<file path="src/rtl/fifo_sched_pkg.sv">
`default_nettype none
// ============================================================================
//  Module      : fifo_sched_pkg
//  Description : Shared types for the fifo_sched controller: FSM state
//                encodings and the operation tag used for read/write
//                alternation.
//  Revision    : 1.0 - initial release
// ============================================================================
package fifo_sched_pkg;

  // Controller states. One fifo operation per visit to WRITE or READ.
  typedef enum logic [2:0] {
    ST_IDLE  = 3'd0,
    ST_WRITE = 3'd1,
    ST_READ  = 3'd2,
    ST_CAPT  = 3'd3,
    ST_HOLD  = 3'd4
  } state_t;

  // Last fifo operation performed; decides who wins when both sides are ready.
  typedef enum logic {
    OP_READ  = 1'b0,
    OP_WRITE = 1'b1
  } op_t;

endpackage
`default_nettype wire

</file>
<file path="src/rtl/fifo_sched_rr_arbiter.sv">
`default_nettype none
// ============================================================================
//  Module      : fifo_sched_rr_arbiter
//  Description : Round-robin arbiter for the fifo_sched write requesters.
//                The winner is latched on load and reported on grant; the
//                round-robin pointer advances past the winner on accept.
//  Ports       : pclk/clear - clock and synchronous active-high reset
//                req        - NREQ request lines
//                load       - capture the current winner into grant
//                accept     - latched winner was served; advance pointer
//                grant      - one-hot latched winner
//  Revision    : 1.0 - initial release
// ============================================================================
module fifo_sched_rr_arbiter
  import fifo_sched_pkg::*;
#(
  parameter int NREQ = 2
) (
  input  logic            pclk,
  input  logic            clear,
  input  logic [NREQ-1:0] req,
  input  logic            load,
  input  logic            accept,
  output logic [NREQ-1:0] grant
);

  // Pointer is kept one-hot so the search needs no binary index arithmetic.
  logic [NREQ-1:0] rr_ptr_oh;
  logic [NREQ-1:0] mask_ge;
  logic [NREQ-1:0] masked;
  logic [NREQ-1:0] pick_src;
  logic [NREQ-1:0] pick;

  always_comb begin
    // Bits at or above the pointer position.
    mask_ge  = ~(rr_ptr_oh - NREQ'(1));
    masked   = req & mask_ge;
    // Nothing at/after the pointer: wrap around and search from bit 0.
    pick_src = (|masked) ? masked : req;
    // Isolate the lowest set bit.
    pick     = pick_src & (~pick_src + NREQ'(1));
  end

  always_ff @(posedge pclk) begin
    if (clear) begin
      rr_ptr_oh <= NREQ'(1);
      grant     <= '0;
    end else begin
      if (load) begin
        grant <= pick;
      end
      if (accept) begin
        // Next search starts one past the winner, wrapping NREQ-1 -> 0.
        rr_ptr_oh <= {grant[NREQ-2:0], grant[NREQ-1]};
      end
    end
  end

endmodule
`default_nettype wire

</file>
<file path="src/rtl/fifo_sched.sv">
`default_nettype none
// ============================================================================
//  Module      : fifo_sched
//  Description : Shares one DEPTH x WIDTH fifo between NREQ round-robin write
//                requesters and one read consumer. Issues at most one fifo
//                operation per cycle, tracks occupancy, and returns popped
//                words on a valid/ack handshake.
//  Ports       : pclk, clear            - clock, synchronous active-high reset
//                wr_req/wr_data/wr_grant - requester side
//                rd_req/rd_valid/rd_data/rd_ack - consumer side
//                f_en/f_write/f_read/f_clear_n/f_wordIn/f_wordOut - fifo side
//                count/full             - occupancy status
//  Revision    : 1.0 - initial release
// ============================================================================
module fifo_sched
  import fifo_sched_pkg::*;
#(
  parameter int NREQ  = 2,
  parameter int DEPTH = 4,
  parameter int WIDTH = 8
) (
  input  logic                  pclk,
  input  logic                  clear,
  input  logic [NREQ-1:0]       wr_req,
  input  logic [NREQ*WIDTH-1:0] wr_data,
  output logic [NREQ-1:0]       wr_grant,
  input  logic                  rd_req,
  output logic                  rd_valid,
  output logic [WIDTH-1:0]      rd_data,
  input  logic                  rd_ack,
  output logic                  f_en,
  output logic                  f_write,
  output logic                  f_read,
  output logic                  f_clear_n,
  output logic [WIDTH-1:0]      f_wordIn,
  input  logic [WIDTH-1:0]      f_wordOut,
  output logic [2:0]            count,
  output logic                  full
);

  localparam logic [2:0] C_DEPTH = 3'(DEPTH);

  state_t          state;
  state_t          state_nxt;
  op_t             last_op;
  logic            can_wr;
  logic            can_rd;
  logic            take_wr;
  logic [NREQ-1:0] arb_grant;

  assign can_wr  = (|wr_req) && (count < C_DEPTH);
  assign can_rd  = rd_req && (count != 3'd0) && !rd_valid;
  // When both sides are ready, write only if the previous op was a read.
  assign take_wr = can_wr && (!can_rd || (last_op == OP_READ));

  assign full      = (count == C_DEPTH);
  assign f_clear_n = ~clear;

  fifo_sched_rr_arbiter #(
    .NREQ (NREQ)
  ) u_arb (
    .pclk   (pclk),
    .clear  (clear),
    .req    (wr_req),
    .load   ((state == ST_IDLE) && take_wr),
    .accept (state == ST_WRITE),
    .grant  (arb_grant)
  );

  // Select the granted requester's word (grant is one-hot).
  logic [WIDTH-1:0] word_acc [NREQ+1];
  assign word_acc[0] = {WIDTH{1'b0}};
  for (genvar k = 0; k < NREQ; k++) begin : g_wmux
    assign word_acc[k+1] = word_acc[k] |
                           (arb_grant[k] ? wr_data[k*WIDTH +: WIDTH] : {WIDTH{1'b0}});
  end

  // State register
  always_ff @(posedge pclk) begin
    if (clear) begin
      state <= ST_IDLE;
    end else begin
      state <= state_nxt;
    end
  end

  // Next-state logic
  always_comb begin
    state_nxt = state;
    case (state)
      ST_IDLE: begin
        if (take_wr) begin
          state_nxt = ST_WRITE;
        end else if (can_rd) begin
          state_nxt = ST_READ;
        end
      end
      ST_WRITE: state_nxt = ST_IDLE;
      ST_READ:  state_nxt = ST_CAPT;
      ST_CAPT:  state_nxt = ST_HOLD;
      ST_HOLD:  state_nxt = rd_ack ? ST_IDLE : ST_HOLD;
      default:  state_nxt = ST_IDLE;
    endcase
  end

  // Output decode
  always_comb begin
    wr_grant = '0;
    f_en     = 1'b0;
    f_write  = 1'b0;
    f_read   = 1'b0;
    f_wordIn = '0;
    case (state)
      ST_WRITE: begin
        f_en     = 1'b1;
        f_write  = 1'b1;
        wr_grant = arb_grant;
        f_wordIn = word_acc[NREQ];
      end
      ST_READ: begin
        f_en   = 1'b1;
        f_read = 1'b1;
      end
      default: ;
    endcase
  end

  // Occupancy, alternation memory and read-return register. Occupancy moves
  // on the same edge the fifo performs the operation.
  always_ff @(posedge pclk) begin
    if (clear) begin
      count    <= 3'd0;
      last_op  <= OP_READ;
      rd_valid <= 1'b0;
      rd_data  <= '0;
    end else begin
      case (state)
        ST_WRITE: begin
          count   <= count + 3'd1;
          last_op <= OP_WRITE;
        end
        ST_READ: begin
          count   <= count - 3'd1;
          last_op <= OP_READ;
        end
        ST_CAPT: begin
          // The fifo presents the popped word only after the read edge.
          rd_data  <= f_wordOut;
          rd_valid <= 1'b1;
        end
        ST_HOLD: begin
          if (rd_ack) begin
            rd_valid <= 1'b0;
          end
        end
        default: ;
      endcase
    end
  end

endmodule
`default_nettype wire

</file>
<file path="config.mk">
export PLATFORM = sky130hd
export DESIGN_NAME = fifo_sched
export DESIGN_NICKNAME = d
export VERILOG_FILES = /design/src/rtl/fifo_sched_pkg.sv /design/src/rtl/fifo_sched_rr_arbiter.sv /design/src/rtl/fifo_sched.sv
export SDC_FILE = /design/constraint.sdc
export NUM_CORES = 1
export LEC_CHECK = 0
export ABC_AREA = 1
export BUFFER_PORTS_ARGS = -buffer_cell sky130_fd_sc_hd__buf_4
export CAP_MARGIN = 40
export CORE_MARGIN = 10
export CORE_UTILIZATION = 42
export CTS_BUF_LIST = sky130_fd_sc_hd__clkbuf_4 sky130_fd_sc_hd__clkbuf_8 sky130_fd_sc_hd__clkbuf_16
export DETAILED_ROUTE_END_ITERATION = 16
export PLACE_DENSITY_LB_ADDON = 0.15
export RECOVER_POWER = 25
export SLEW_MARGIN = 20
export SYNTH_ARGS = -nofsm -noshare
export SYNTH_HDL_FRONTEND = slang
export SYNTH_SLANG_ARGS = --single-unit
</file>
<file path="constraint.sdc">
create_clock -name pclk -period 2.09 [get_ports pclk]
set_clock_uncertainty 0.15 [all_clocks]
set_input_delay 0.418 -clock pclk [delete_from_list [all_inputs] [get_ports pclk]]
set_output_delay 0.418 -clock pclk [all_outputs]
set_load 0.03 [all_outputs]
</file>
# Word level (Yosys, flattened, before mapping)

Cells that the tools add are included.

Register bits: 20
Latch bits: 0
RAM bits: 0
Memory bits (read-only): 0
Input port bits: 30
Output and inout port bits: 27
Logic and storage cells: 58
Memories: 0

Add/sub/neg operators: 4
Multiply operators: 0
Divide/modulo/power cells: 0
Order comparisons: 1
Equality and inequality tests: 7
Shift-type cells: 0
Muxes and demuxes: 16
Bitwise logic cells: 7
Reductions and logical operators: 16

Operators by type and width:

| kind                  | count |
|---|---|
| $mux W8               | 3 |
| $pmux W3 S4           | 1 |
| $mux W3               | 3 |
| $or A8 B8 Y8          | 1 |
| $eq A3 B2 Y1 const B  | 2 |
| $eq A3 B3 Y1 const B  | 2 |
| $pmux W3 S2           | 1 |
| $reduce_or A2 Y1      | 3 |
| $logic_and A1 B1 Y1   | 5 |
| $and A2 B2 Y2         | 2 |
| $mux W1               | 4 |
| $mux W2               | 2 |
| $not A2 Y2            | 2 |
| $pmux W1 S2           | 2 |
| $reduce_bool A2 Y1    | 2 |
| $add A3 B1 Y3 const B | 1 |
| $eq A3 B1 Y1 const B  | 1 |
| $logic_not A3 Y1      | 1 |
| $lt A3 B3 Y1 const B  | 1 |
| $ne A3 B3 Y1 const B  | 1 |
| $reduce_bool A3 Y1    | 1 |
| $sub A3 B1 Y3 const B | 1 |
| $add A2 B1 Y2 const B | 1 |
| $logic_not A1 Y1      | 2 |
| other kinds (5)       | 6 |

# Depth between registers and ports, before layout

Gate-level depths: netlist of the first run.

Word-level depth: 8
Gate-level depth with buffers: 8
Gate-level depth less buffers: 8

# Cells and area by module

From an unflattened synthesis of the first run, not the netlist that was laid out.

Cells, all modules: 128
Area total of the unflattened synthesis: 959.7 um2

By module, submodules not included:

| module                | instances | cells an instance | area an instance (um2) | seq. area each (um2) |
|---|---|---|---|---|
| fifo_sched            | 1         | 107               | 798.3                  | 320.3 |
| fifo_sched_rr_arbiter | 1         | 21                | 161.4                  | 80.1 |

# Least setup slack after synthesis of the first run

Ideal clock, no wire load.

Path type: register to output
From: reg state[2]
To: out f_wordIn[0]
Arrival: 1.462 ns
Required time: 1.522 ns
Path slack: 0.060 ns
Cell stages (with the launch flop): 5
Path buffers: 0
Cell sequence: dfxtp_1 -> nor3_4 -> nand2_1 -> clkinv_2 -> a22o_1

Word-level cells in the longest chain between the ends: 2

Ends and longest elaborated chain:

| element                | line              | RTL |
|---|---|---|
| from (decl)            | fifo_sched.sv:43  | `state_t state;` |
| from (signal assigned) | fifo_sched.sv:83  | `state <= state_nxt;` |
| $eq A3 B1 Y1           | fifo_sched.sv:113 | `case (state)` |
| $mux W8                | fifo_sched.sv:113 |  |
| to (decl)              | fifo_sched.sv:35  | `output logic [WIDTH-1:0] f_wordIn,` |

No other way between the ends.

# Worst setup path after layout of the first run

From: reg state[2]
To: out f_wordIn[1]

Same word-level chain as after synthesis.

==> run summary, run 1 <==
Global routing used 3.306% of the available met3 tracks. Dividing the final minimum period by the clock period gives 98.36%. For this run, the number of standard cells in the final layout without fillers is 222. The overall die width is 67.30 µm. Synthesis produced a netlist with a net count of 159. In this run the worst hold path is classified as primary input to register. The layout cell share with drive strength beyond 1 is 41.75%. For the area of the core, the log shows 2170 µm². Setup violations remaining at the end of the flow were counted as 0. The tools report the wire length of the first global-routing pass as 4574 µm. For the leakage power of the design, the log shows 0.0007789 µW. The die is 67.30 µm tall. Setup repair after global routing could not meet its margin everywhere.

In the final timing run, aggregate negative setup slack is 0 ps. The flow ran to the end, and the final reports show no timing, DRC or antenna violations. In the global route stage, met1 resource usage came out at 14.35%.

nor2_1 is the most common cell in the netlist. The tools report the count of endpoints failing hold in the final timing report as 0. In this design, the stage delay of the slowest critical-path cell is 380 ps.

The kind of cell with the highest combined delay on the critical path is simple AND/OR/NAND/NOR gates. Hold is met by 178.4 ps. Once the floorplan was initialized, standard cells occupied 43.31% of the core.

For the number of vias after detailed routing, the log shows 1051. Across the VDD grid, the largest voltage drop is 0.6859 mV. The post-detailed-routing wire length was 2981 µm. Global routing used 12.69% of the available tracks. Data on the critical path is required at its endpoint by 1520 ps.

Root buffer cell: clkbuf_4. The tools report the final max-slew violation count as 0. The number of antenna diodes in the final layout is 0. The power per cell area was 1332 nW/µm²; the signal arrival time at the worst endpoint was 1490 ps.

The biggest area contributor in the post-synthesis netlist is dfxtp_1. Dividing the synthesized area by the synthesized cell count gives 7.341 µm². For the cell area after synthesis, the log shows 939.7 µm². The number of vias per cell came out at 4.734.

Entering global routing, the biggest net connects 15 pins. Yosys printed 0 warnings. Port buffering added 56 buffers. The number of buffers and inverters on the critical path is 2.

Ranked by total cell area, the synthesized netlist is headed by dfxtp_1 43%, nor2_1 11%, nand2_1 7.6%. The async set-reset flop share out of synthesis was 0%. The worst setup path is launched from a register. During I/O placement, the number of pins put on the boundary was 57. The run gives 4529 µm² as the floorplan die area. Number of buffers on the longest clock path: 2. The number of global-route vias before repair came out at 1042. Maximum fanout along the worst path: 5. For the finished layout, the period the worst path requires is 2056 ps. In the synthesized netlist the dominant register cell turns out to be dfxtp_1. Buffers inserted to repair hold after CTS numbered 0. For this run, design rule violations remaining after detail routing come to 0. The logs give 42.61% for the sequential area share after synthesis and 301.3 ps for the placement-stage worst setup slack. The count of nets left with antenna violations after detail routing is 0. The run gives 22.75% as the met2 track utilization from global routing. In the synthesized netlist, the cells that appear most often are 27 x nor2_1, 20 x dfxtp_1, 19 x nand2_1.

After synthesis the netlist holds a flip-flop and latch count of 20. The cell at the slowest stage of the critical path is dfxtp_4. The design draws 2054 µW.

The initial detailed-routing violation count is 42. Counting tap cells, the placed design contains a total of 212 instances. The run gives 0 as the initial antenna violation count. The number of flops mapped to enable cells by yosys was 0.

The worst path meets setup with 34.32 ps of slack. The logs give 22 for the number of distinct library cells after synthesis and 3 for the number of buffers created by CTS. The gate count after technology mapping was 128. The critical path is of the register to primary output type. The run gives 20 as the clock sink count. For the number of levels in the clock H-tree, the log shows 1. The final layout contains 226 nets.

STA classifies the critical path endpoint as a primary output. The detail-routed net length per standard cell works out to 13.43 µm. The maximum operating frequency was 486.5 MHz; the fraction of post-synthesis cell area in the top cell type by area was 42.61%. The layer with the highest usage after global routing is met2. The measured slew at the worst slew-check pin is 362.5 ps, and the leftover overflow at the end of global routing is 0. The clock slew seen by the registers of the worst setup and hold paths is 110 ps. In this run the register-to-register setup slack is 420 ps. The latest clock arrival within the worst-skew pair is 290 ps, and the signed area change from the synthesized netlist to the final layout is 64.18%. The run gives 75.77% as the relative slew slack. The count of max-cap constraint violations was 0.

Row generation in the floorplan step produced 17 rows. TritonCTS built the clock tree. The congestion estimate from routability-driven global placement came to 0.7907. The first detailed-routing pass took 4 iterations. The signal on the critical path passes through nor3_4 > nand2_2 > clkinvlp_4 > a22o_1 > buf_6. Detailed placement finished with a half-perimeter wire length of 2307 µm.
-- sequential cells by signal, summed over array words and instances (netlist names) --
signal,cells
u_arb.rr_ptr_oh,2
count,3
state,3
u_arb.grant,2
last_op,1
rd_data,8
rd_valid,1
-- path summary, 6_finish.rpt --
| check | from | end | depth (start not counted) |
|---|---|---|---|
| hold reg to reg | u_arb.rr_ptr_oh[0]$_SDFFE_PP1P_ | u_arb.rr_ptr_oh[0]$_SDFFE_PP1P_ | 2 |
| hold / removal | clear | state[1]$_SDFFE_PP0P_ | 2 |
| setup / recovery | state[2]$_SDFFE_PP0P_ | f_wordIn[1] | 5 |
| setup reg to reg | state[2]$_SDFFE_PP0P_ | count[2]$_SDFFE_PP0P_ | 7 |
-- layout make-up --
class | count | area (µm²)
clock buffer | 3 | 22.52
clock inverter | 1 | 30.03
fill | 180 | 626.9
inverter | 19 | 77.57
multi-input combinational | 87 | 460.4
sequential | 20 | 406.6
tap | 28 | 35.03
timing repair buffer | 62 | 499.2
timing repair inverter | 2 | 11.26
-- routing by layer --
metal  part of all wire [%]  wire length [µm]
met2                     55              1652
met4                   0.27                 8
met1                     40              1189
met3                    4.4               131
met5                      0                 0
-- per-stage QoR --
stage | area, µm² | utilization, %
2_1_floorplan | 939.7 | -
5_1_grt | 1543 | 71.11
3_3_place_gp | 1401 | 64.59
3_5_place_dp | 1401 | 64.59
6_report | 1543 | 71.11
4_1_cts | 1494 | 68.86
-- power by group --
group | switching, µW | internal (µW)
clock network | 113 | 194
logic | 700 | 465
registers | 86.9 | 495
total | 900 | 1150
-- logic make-up (layout without fill, tap and decap cells) --
| logic type | count (synthesis) | count (layout) | synth area share, % |
|---|---|---|---|
| flip-flops | 20 | 20 | 42.61 |
| AND/OR/NAND/NOR | 59 | 59 | 28.76 |
| AO/OA/AOI/OAI | 27 | 27 | 17.84 |
| adder cells (fa/ha/maj) | 1 | 1 | 2.131 |
| buffers and inverters | 21 | 87 | 8.654 |
-- placed cells by master, fill, tap and decap left out --
cell	n
a21oi_1	7
a22o_1	8
buf_4	53
buf_6	9
bufinv_16	1
clkbuf_4	3
clkinv_1	1
clkinv_2	1
clkinvlp_4	1
dfxtp_1	17
dfxtp_2	2
dfxtp_4	1
fa_1	1
inv_1	15
inv_2	1
inv_4	2
nand2_1	18
nand2_2	2
nand2_4	1
nand3_1	5
nand3_2	2
nand3b_1	1
nor2_1	27
nor2_2	1
nor3_1	1
nor3_4	1
o21ai_0	9
o21ai_1	2
o31ai_1	1
-- repair_timing --
action / in CTS / in global routing
buffers inserted: 2 / 3
pin swaps: 2 / 3
endpoints found under the setup margin: 8 / 10
gates cloned: 2 / 0
gates resized for setup: 6 / 11
Note: power is estimated with default switching activity, not from simulation.
==> inputs of run 2 (changes only) <==
--- a/config.mk
+++ b/config.mk
@@ -9,9 +9,10 @@
 export BUFFER_PORTS_ARGS = -buffer_cell sky130_fd_sc_hd__buf_4
 export CAP_MARGIN = 40
 export CORE_MARGIN = 10
-export CORE_UTILIZATION = 42
+export CORE_UTILIZATION = 38
 export CTS_BUF_LIST = sky130_fd_sc_hd__clkbuf_4 sky130_fd_sc_hd__clkbuf_8 sky130_fd_sc_hd__clkbuf_16
 export DETAILED_ROUTE_END_ITERATION = 16
+export MAX_ROUTING_LAYER = met4
 export PLACE_DENSITY_LB_ADDON = 0.15
 export RECOVER_POWER = 25
 export SLEW_MARGIN = 20
==> constraint.sdc (replaced) <==
create_clock -name pclk -period 1.75 [get_ports pclk]
set_clock_uncertainty 0.15 [all_clocks]
set_input_delay 0.35 -clock pclk [delete_from_list [all_inputs] [get_ports pclk]]
set_output_delay 0.35 -clock pclk [all_outputs]
set_load 0.03 [all_outputs]
==> run 2 against run 1 <==
The run now ends with negative setup slack left. Register-to-register slack got worse by 280 ps. Final cell count up 0.45%. Combinational power is 23% higher. Setup slack worse by 250 ps. Count of clock-buffer cells in the layout unchanged. Non-clock buffer count increased by 1. Die area increased by 7.3%. Routed wire length rose by 9.8%. Critical path depth is the same. Total power is 23% higher. Sequential power rose by 20%. Largest power group unchanged.
==> run summary, run 2 (synthesis gave the netlist of run 1 again) <==
The run finished, with violations left. The final reports fail on negative setup slack. The critical path endpoint is f_wordIn[1]. The peak supply drop is 0.9148 mV (+33%).

The HPWL reported at the end of detailed placement was 2634 µm (+14%); the aggregate global-route resource usage was 13.34% (+0.65 points). The overall die width came out at 69.73 µm (+3.6%). For this run, the top clock speed supported by timing is 508.7 MHz. Multi-input combinational cell area: 541.8 µm² (+18%). The floorplan die area is 4862 µm² (+7.3%), and the register area is 406.6 µm² (unchanged). The number of cells on the worst reg-to-reg path is 8 (+1).

The worst setup path is captured at a primary output. The run gives -215.8 ps (-250.1 ps) as the worst-case setup margin in the final layout. In this run the worst setup path begins at state[2]$_SDFFE_PP0P_. The measured slew at the worst slew-check pin came out at 417.6 ps (+55.18 ps).

The largest registers in the layout are rd_data: 8 flops, count: 3 flops, state: 3 flops. The class of the most critical setup path is register to primary output. The number of top-level pins was 57 (unchanged).

The detail-routed net length per standard cell came out at 14.67 µm (+9.3%). The tools report the count of endpoints failing hold in the final timing report as 0 (unchanged). The maximum fanout along the worst path was 5 (unchanged).

The tree is rooted in a clkbuf_4. For the detailed route wirelength on metal3, the log shows 310 µm (+140%). The total of hold buffers inserted after clock tree synthesis is 0 (unchanged), and the area of the core is 2276 µm² (+4.9%). The count of filler cells inserted in the layout came out at 189 (+5.0%). The final number of setup-violating endpoints came out at 13 (+13). Setup repair after global routing could not meet its margin everywhere. The time the worst path needs with I/O delays and setup came out at 1966 ps. Clock slew seen by the registers of the worst setup and hold paths: 130 ps (+20 ps). For the length of routed met2 wiring, the log shows 1659 µm (+0.42%). The run gives 0.0008428 µW (+8.2%) as the leakage power of the design. The count of unresolved DRC violations after routing is 0 (unchanged).

The number of vias after detailed routing was 1088 (+3.5%). The logs give 227 (+0.44%) for the post-layout net count and 3 (unchanged) for the number of buffers created by CTS. The number of global-route vias before repair is 1202 (+15%). The logs give 4 (unchanged) for the first-pass iteration count of the detailed router and 1129 µW (+25%) for the switching power. The final weighted congestion in routability-driven placement came out at 0.7491 (-5.3%). The largest register by flop count is rd_data. The number of flip-flops under the largest register name is 8 (unchanged). The worst hold path class is primary input to register. The run gives 1628 µm² (+5.5%) as the summed area of non-filler cells in the final layout. The height of the die is 69.73 µm (+3.6%), and the fraction of power consumed by sequential logic is 27.8% (-0.5 points). For the final antenna diode count, the log shows 0 (unchanged).

The worst setup path is launched from a register. The clock share of power is 15.1% (+0.2 points), and the latest clock arrival within the worst-skew pair is 310 ps (+20 ps). The relative slew slack was 72.16% (-3.6 points); the count of nets left with antenna violations after detail routing was 0 (unchanged). The largest net degree at the start of global routing came out at 15 (unchanged). The tools report the worst flop-to-flop path endpoint as count[2]$_SDFFE_PP0P_. The routed metal-1 wire length is 1302 µm (+9.5%).

The signal arrival time at the worst endpoint is 1470 ps (-20 ps), and the portion of the clock cycle consumed by the worst path in the final layout is 112.3%. The switching power as a share of total power was 44.71% (+0.89 points). The placement-stage cell area is 1511 µm² (+7.9%), and the signed area change from the synthesized netlist to the final layout is 73.24%. The highest layer touched by signal routing is met3. The clock sink count came out at 20 (unchanged).

The wire length of the first global-routing pass was 5416 µm (+18%); the number of standard-cell rows in the floorplan was 17 (unchanged). The initial detailed-routing violation count is 54 (+29%). For the worst reg-to-reg setup slack, the log shows 140 ps (-280 ps). The number of buffers added on ports works out to 56 (unchanged).

The initial cell density of the core was 41.29% (-2.0 points); the initial antenna violation count was 0 (unchanged). The layout cell share with drive strength beyond 1 is 48.21% (+6.5 points), and the data required time at the worst endpoint is 1250 ps (-270 ps). The cell-internal power is 1395 µW (+21%), and the post-detailed-routing wire length is 3272 µm (+9.8%). TritonCTS built the clock tree.

Reg-to-reg critical path startpoint: state[2]$_SDFFE_PP0P_. In the layout the commonest cells are 55 x buf_4, 27 x nor2_1, 18 x nand2_1, 17 x dfxtp_1, 14 x inv_1. The number of buffers on the longest clock path is 2 (unchanged), and the count of max-cap constraint violations is 0 (unchanged). The tools report the combinational cell fraction of total power as 57.1% (+0.4 points). The number of levels in the clock H-tree was 1 (unchanged). For the leftover overflow at the end of global routing, the log shows 0 (unchanged). The power per cell area was 1551 nW/µm² (+16%); the final max-slew violation count was 0 (unchanged). The number of vias per cell works out to 4.879 (+3.1%). The library cell used most frequently in the layout, excluding fill and tap cells, is buf_4. The tools report the final total power as 2524 µW (+23%).
-- run 2: changes by cell type in the layout (fill, tap and decap cells not counted), moves of 2 or more --
cell / change
buf_4: +2
buf_6: -2
a22o_4: +8
a22o_1: -8
clkinv_4: +3
inv_2: +2
-- run 2: timing repair --
action,4_1_cts,5_1_grt
resized for setup,3,14
setup endpoints to repair,13,14
gates cloned,1,1
buffers inserted,0,2
pin swaps,1,1
hold endpoints to repair,0,0
-- run 2: layout make-up --
class,instances,share of cell area (%)
Multi-Input combinational cell,87,33.28
Tap cell,28,2.152
Timing Repair inverter,2,0.9224
Inverter,19,4.996
Clock buffer,3,1.384
Timing Repair Buffer,63,30.44
Clock inverter,1,1.845
Sequential cell,20,24.98
-- run 2: critical path, stage by stage (launching register included) --
cell	delay, ps
dfxtp_4	380
nor3_4	250
nand2_2	150
clkinv_4	110
a22o_4	120
buf_4	150
-- run 2: worst min path at each step --
stage,from,endpoint,slack (ps),depth (start not counted)
finish,clear,state[1]$_SDFFE_PP0P_,90,2
global route,clear,state[1]$_SDFFE_PP0P_,70,2
CTS,clear,state[2]$_SDFFE_PP0P_,70,2
detailed placement,u_arb.rr_ptr_oh[0]$_SDFFE_PP1P_,u_arb.rr_ptr_oh[0]$_SDFFE_PP1P_,310,2
global placement,u_arb.rr_ptr_oh[1]$_SDFFE_PP0P_,u_arb.rr_ptr_oh[1]$_SDFFE_PP0P_,300,2
floorplan,clear,state[0]$_SDFFE_PP0P_,260,1
-- run 2: power by group through the flow --
stage	logic, µW	registers [µW]	clock network [µW]
2_1_floorplan	781	818	0
3_3_place_gp	1320	704	0
3_5_place_dp	1360	710	0
4_1_cts	1370	702	396
5_1_grt	1570	719	409
6_report	1440	701	381
-- run 2: through the flow --
stage	worst slack, ps	TNS [ps]	cells	hold WS (ps)	utilization (%)
2_1_floorplan	-72.21	-565.6	128	261.7	-
3_3_place_gp	131.4	0	215	300.7	66.41
3_5_place_dp	95.12	0	215	306.9	66.41
4_1_cts	-232.5	-2234	220	67.90	69.21
5_1_grt	-301.0	-2973	223	71.83	71.52
6_report	-215.8	-1992	223	86.79	71.52
-- run 2: metal layers --
| metal | up-vias | track usage [%] |
|---|---|---|
| li1 | 548 | - |
| met1 | 495 | 13.51 |
| met2 | 45 | 24.09 |
| met3 | 0 | 6.134 |
| met4 | 0 | 0.6522 |
| met5 | - | - |
==> inputs of run 3 (changes only) <==
--- a/config.mk
+++ b/config.mk
@@ -9,7 +9,7 @@
 export BUFFER_PORTS_ARGS = -buffer_cell sky130_fd_sc_hd__buf_4
 export CAP_MARGIN = 40
 export CORE_MARGIN = 10
-export CORE_UTILIZATION = 38
+export CORE_UTILIZATION = 30
 export CTS_BUF_LIST = sky130_fd_sc_hd__clkbuf_4 sky130_fd_sc_hd__clkbuf_8 sky130_fd_sc_hd__clkbuf_16
 export DETAILED_ROUTE_END_ITERATION = 16
 export MAX_ROUTING_LAYER = met4
==> constraint.sdc (replaced) <==
create_clock -name pclk -period 1.8 [get_ports pclk]
set_clock_uncertainty 0.15 [all_clocks]
set_input_delay 0.36 -clock pclk [delete_from_list [all_inputs] [get_ports pclk]]
set_output_delay 0.36 -clock pclk [all_outputs]
set_load 0.03 [all_outputs]
==> run 3 against run 2 <==
The flow still finishes with violations (negative setup slack). Hold slack improved by 17 ps. Flip-flop and latch count unchanged. Sequential share of layout area decreased by 0.89 points. Setup slack improved by 69 ps. Count of clock-buffer cells in the layout unchanged. Global-route usage decreased by 2.9 points. Core utilization decreased by 16 points. Routed wire length decreased by 7.5%. Total power increased by 0.24%. Combinational power increased by 3%. Critical path type unchanged.
==> run summary, run 3 (synthesis gave the netlist of run 1 again) <==
The power per cell area is 1503 nW/µm² (-3.0%), and the peak supply drop is 0.6018 mV (-34%). The number of top-level pins was 57 (unchanged). TritonCTS built the clock tree. The tools report the placement-stage cell area as 1524 µm² (+0.83%). Number of standard-cell rows in the floorplan: 20 (+3).

The tools report the count of max-cap constraint violations as 0 (unchanged). The run gives 0 (unchanged) as the count of endpoints failing hold in the final timing report. The layout cell share with drive strength beyond 1 came out at 46.94% (-1.3 points).

Aggregate negative setup slack: -1446 ps (+546.7 ps). The class of the most critical setup path was register to primary output. The checks that failed: negative setup slack. The run gives 240 (+7.6%) as the final standard cell count with taps included and fillers excluded.

The initial detailed-routing violation count came out at 21 (-61%). The run gives 0 (unchanged) as the final antenna diode count. Leakage power of the design: 0.0008516 µW (+1.0%).

The wire length of the first global-routing pass is 4988 µm (-7.9%), and the largest net degree at the start of global routing is 15 (unchanged). The logs give 2530 µW (+0.24%) for the final total power and 1440 ps (-30 ps) for the signal arrival time at the worst endpoint. The height of the die is 75.97 µm (+8.9%). The final weighted congestion in routability-driven placement was 0.8219 (+9.7%). The floorplan die area is 5771 µm² (+19%), and the relative slew slack is 75.83% (+3.7 points).

The tools report the launching instance or port of the critical path as state[0]$_SDFFE_PP0P_. The overall die width was 75.97 µm (+8.9%); the post-layout net count was 228 (+0.44%). The clock sink count was 20 (unchanged). Number of buffers created by CTS: 3 (unchanged). The maximum fanout along the worst path was 4 (-1); the switching power as a share of total power was 42.91% (-1.8 points). The switching power is 1086 µW (-3.8%).

The worst setup path is captured at a primary output. The number of placed instances, taps included was 230 (+7.0%). The run gives 1683 µm² (+3.4%) as the summed area of non-filler cells in the final layout.

The worst register-to-register path begins at state[1]$_SDFFE_PP0P_. The aggregate global-route resource usage was 10.44% (-2.9 points); the number of flip-flops under the largest register name was 8 (unchanged). The portion of the clock cycle consumed by the worst path in the final layout works out to 108.2%. The combinational cell fraction of total power was 58.5% (+1.4 points). The largest registers in the layout are rd_data: 8 flops, count: 3 flops, state: 3 flops. Number of vias after detailed routing: 1044 (-4.0%). The time the worst path needs with I/O delays and setup was 1947 ps. The count of nets left with antenna violations after detail routing was 0 (unchanged). The initial antenna violation count is 0 (unchanged), and the clock slew seen by the registers of the worst setup and hold paths is 110 ps (-20 ps). Leaving out fill and tap cells, the most frequent cell in the layout is buf_4.

The run gives 405.4 µm² (-0.31%) as the register area. First-pass iteration count of the detailed router: 4 (unchanged). The number of buffers added on ports was 56 (unchanged); the area of the core was 3028 µm² (+33%).

The logs give 300 ps (about the same) for the latest clock arrival within the worst-skew pair and 288 (+52%) for the count of filler cells inserted in the layout. The start point of the worst hold path was clear. The worst path buffer plus inverter count came out at 5 (+3).

The logs give 1444 µW (+3.5%) for the cell-internal power and -147.0 ps (+68.77 ps) for the worst-case setup margin in the final layout. HPWL reported at the end of detailed placement: 2489 µm (-5.5%). The tools report the maximum operating frequency as 513.6 MHz.

The critical path goes through inv_4 > nor3_4 > buf_4 > buf_6 > inv_4 > nand2_4 > buf_6. The fraction of power consumed by sequential logic is 27.1% (-0.7 points), and the count of unresolved DRC violations after routing is 0 (unchanged). Critical path startpoint category: a register.

The run gives 1035 (-14%) as the number of global-route vias before repair. The number of vias per cell works out to 4.350 (-11%). Setup repair after global routing could not meet its margin everywhere. The number of levels in the clock H-tree was 1 (unchanged).

The final hold slack was 104.2 ps (+17.43 ps). In the layout the commonest cells are 50 x buf_4, 27 x nor2_1, 18 x nand2_1, 18 x dfxtp_1, 15 x buf_6. Post-detailed-routing wire length: 3028 µm (-7.5%). The multi-input combinational cell area is 535.5 µm² (-1.2%), and the detail-routed net length per standard cell is 12.62 µm (-14%). On the critical path the largest part of the delay comes from buffers and inverters.

The clock share of power came out at 14.5% (-0.6 points). The number of buffers on the longest clock path was 2 (unchanged). Cell at the slowest stage of the critical path: dfxtp_2. The final number of setup-violating endpoints came out at 12 (-1). The register with the most flip-flops in the final layout is rd_data. The root buffer cell was clkbuf_4. The worst hold path class was primary input to register. Data required time at the worst endpoint: 1290 ps (+40 ps). The initial cell density of the core was 31.03% (-10 points); the signed area change from the synthesized netlist to the final layout was 79.09%. For the leftover overflow at the end of global routing, the log shows 0 (unchanged). The run finished, with violations left.

The maximum single-stage delay on the critical path was 370 ps (about the same); the measured slew at the worst slew-check pin was 362.6 ps (-55.07 ps). The run gives 0 (unchanged) as the final max-slew violation count.
==> run 3: cell types whose count changed in the layout (fill, tap and decap cells not counted), sizes merged <==
cell | before | now
inv | 18 | 17
clkinv | 3 | 2
buf | 62 | 65
==> run 3: area by class of cell <==
| type | instances | area share [%] |
|---|---|---|
| sequential | 20 | 24.09 |
| timing repair buffer | 66 | 32.57 |
| inverter | 19 | 5.130 |
| clock buffer | 3 | 1.338 |
| tap | 44 | 3.271 |
| clock inverter | 1 | 1.784 |
| multi-input combinational | 87 | 31.82 |
==> run 3: power groups by stage <==
| stage | clock network [µW] | registers, µW | logic, µW |
|---|---|---|---|
| final | 366 | 685 | 1480 |
| after global routing | 400 | 709 | 1640 |
| after CTS | 374 | 683 | 1310 |
| after detailed placement | 0 | 692 | 1310 |
| after global placement | 0 | 686 | 1290 |
| after floorplan | 0 | 795 | 759 |
==> run 3: final timing paths <==
path / cells after the start / to / slack (ps)
setup / recovery: 7 / f_en / -150
hold reg to reg: 2 / last_op$_SDFFE_PP0P_ / 330
hold / removal: 2 / state[0]$_SDFFE_PP0P_ / 100
setup reg to reg: 6 / count[2]$_SDFFE_PP0P_ / 180
==> run 3: per-stage QoR <==
| step | setup WS [ps] | util (%) |
|---|---|---|
| after global placement | 125.2 | 50.33 |
| after detailed placement | 121.3 | 50.33 |
| after CTS | -209.9 | 52.23 |
| after floorplan | -32.21 | - |
| final | -147.0 | 55.58 |
| after global routing | -271.6 | 55.58 |
==> run 3: repair_timing <==
item,4_1_cts,5_1_grt
pin swaps,1,3
gates resized for setup,2,21
setup endpoints to repair,13,14
hold buffers,0,0
buffers inserted,0,6
==> run 3: routing by layer <==
| layer | up-vias | track usage (%) | wire (µm) | part of all wire (%) |
|---|---|---|---|---|
| li1 | 550 | - | - | - |
| met1 | 450 | 12.43 | 1345 | 44 |
| met2 | 39 | 16.16 | 1421 | 47 |
| met3 | 5 | 3.774 | 229 | 7.6 |
| met4 | 0 | 2.841 | 31 | 1.0 |
| met5 | - | - | 0 | 0 |
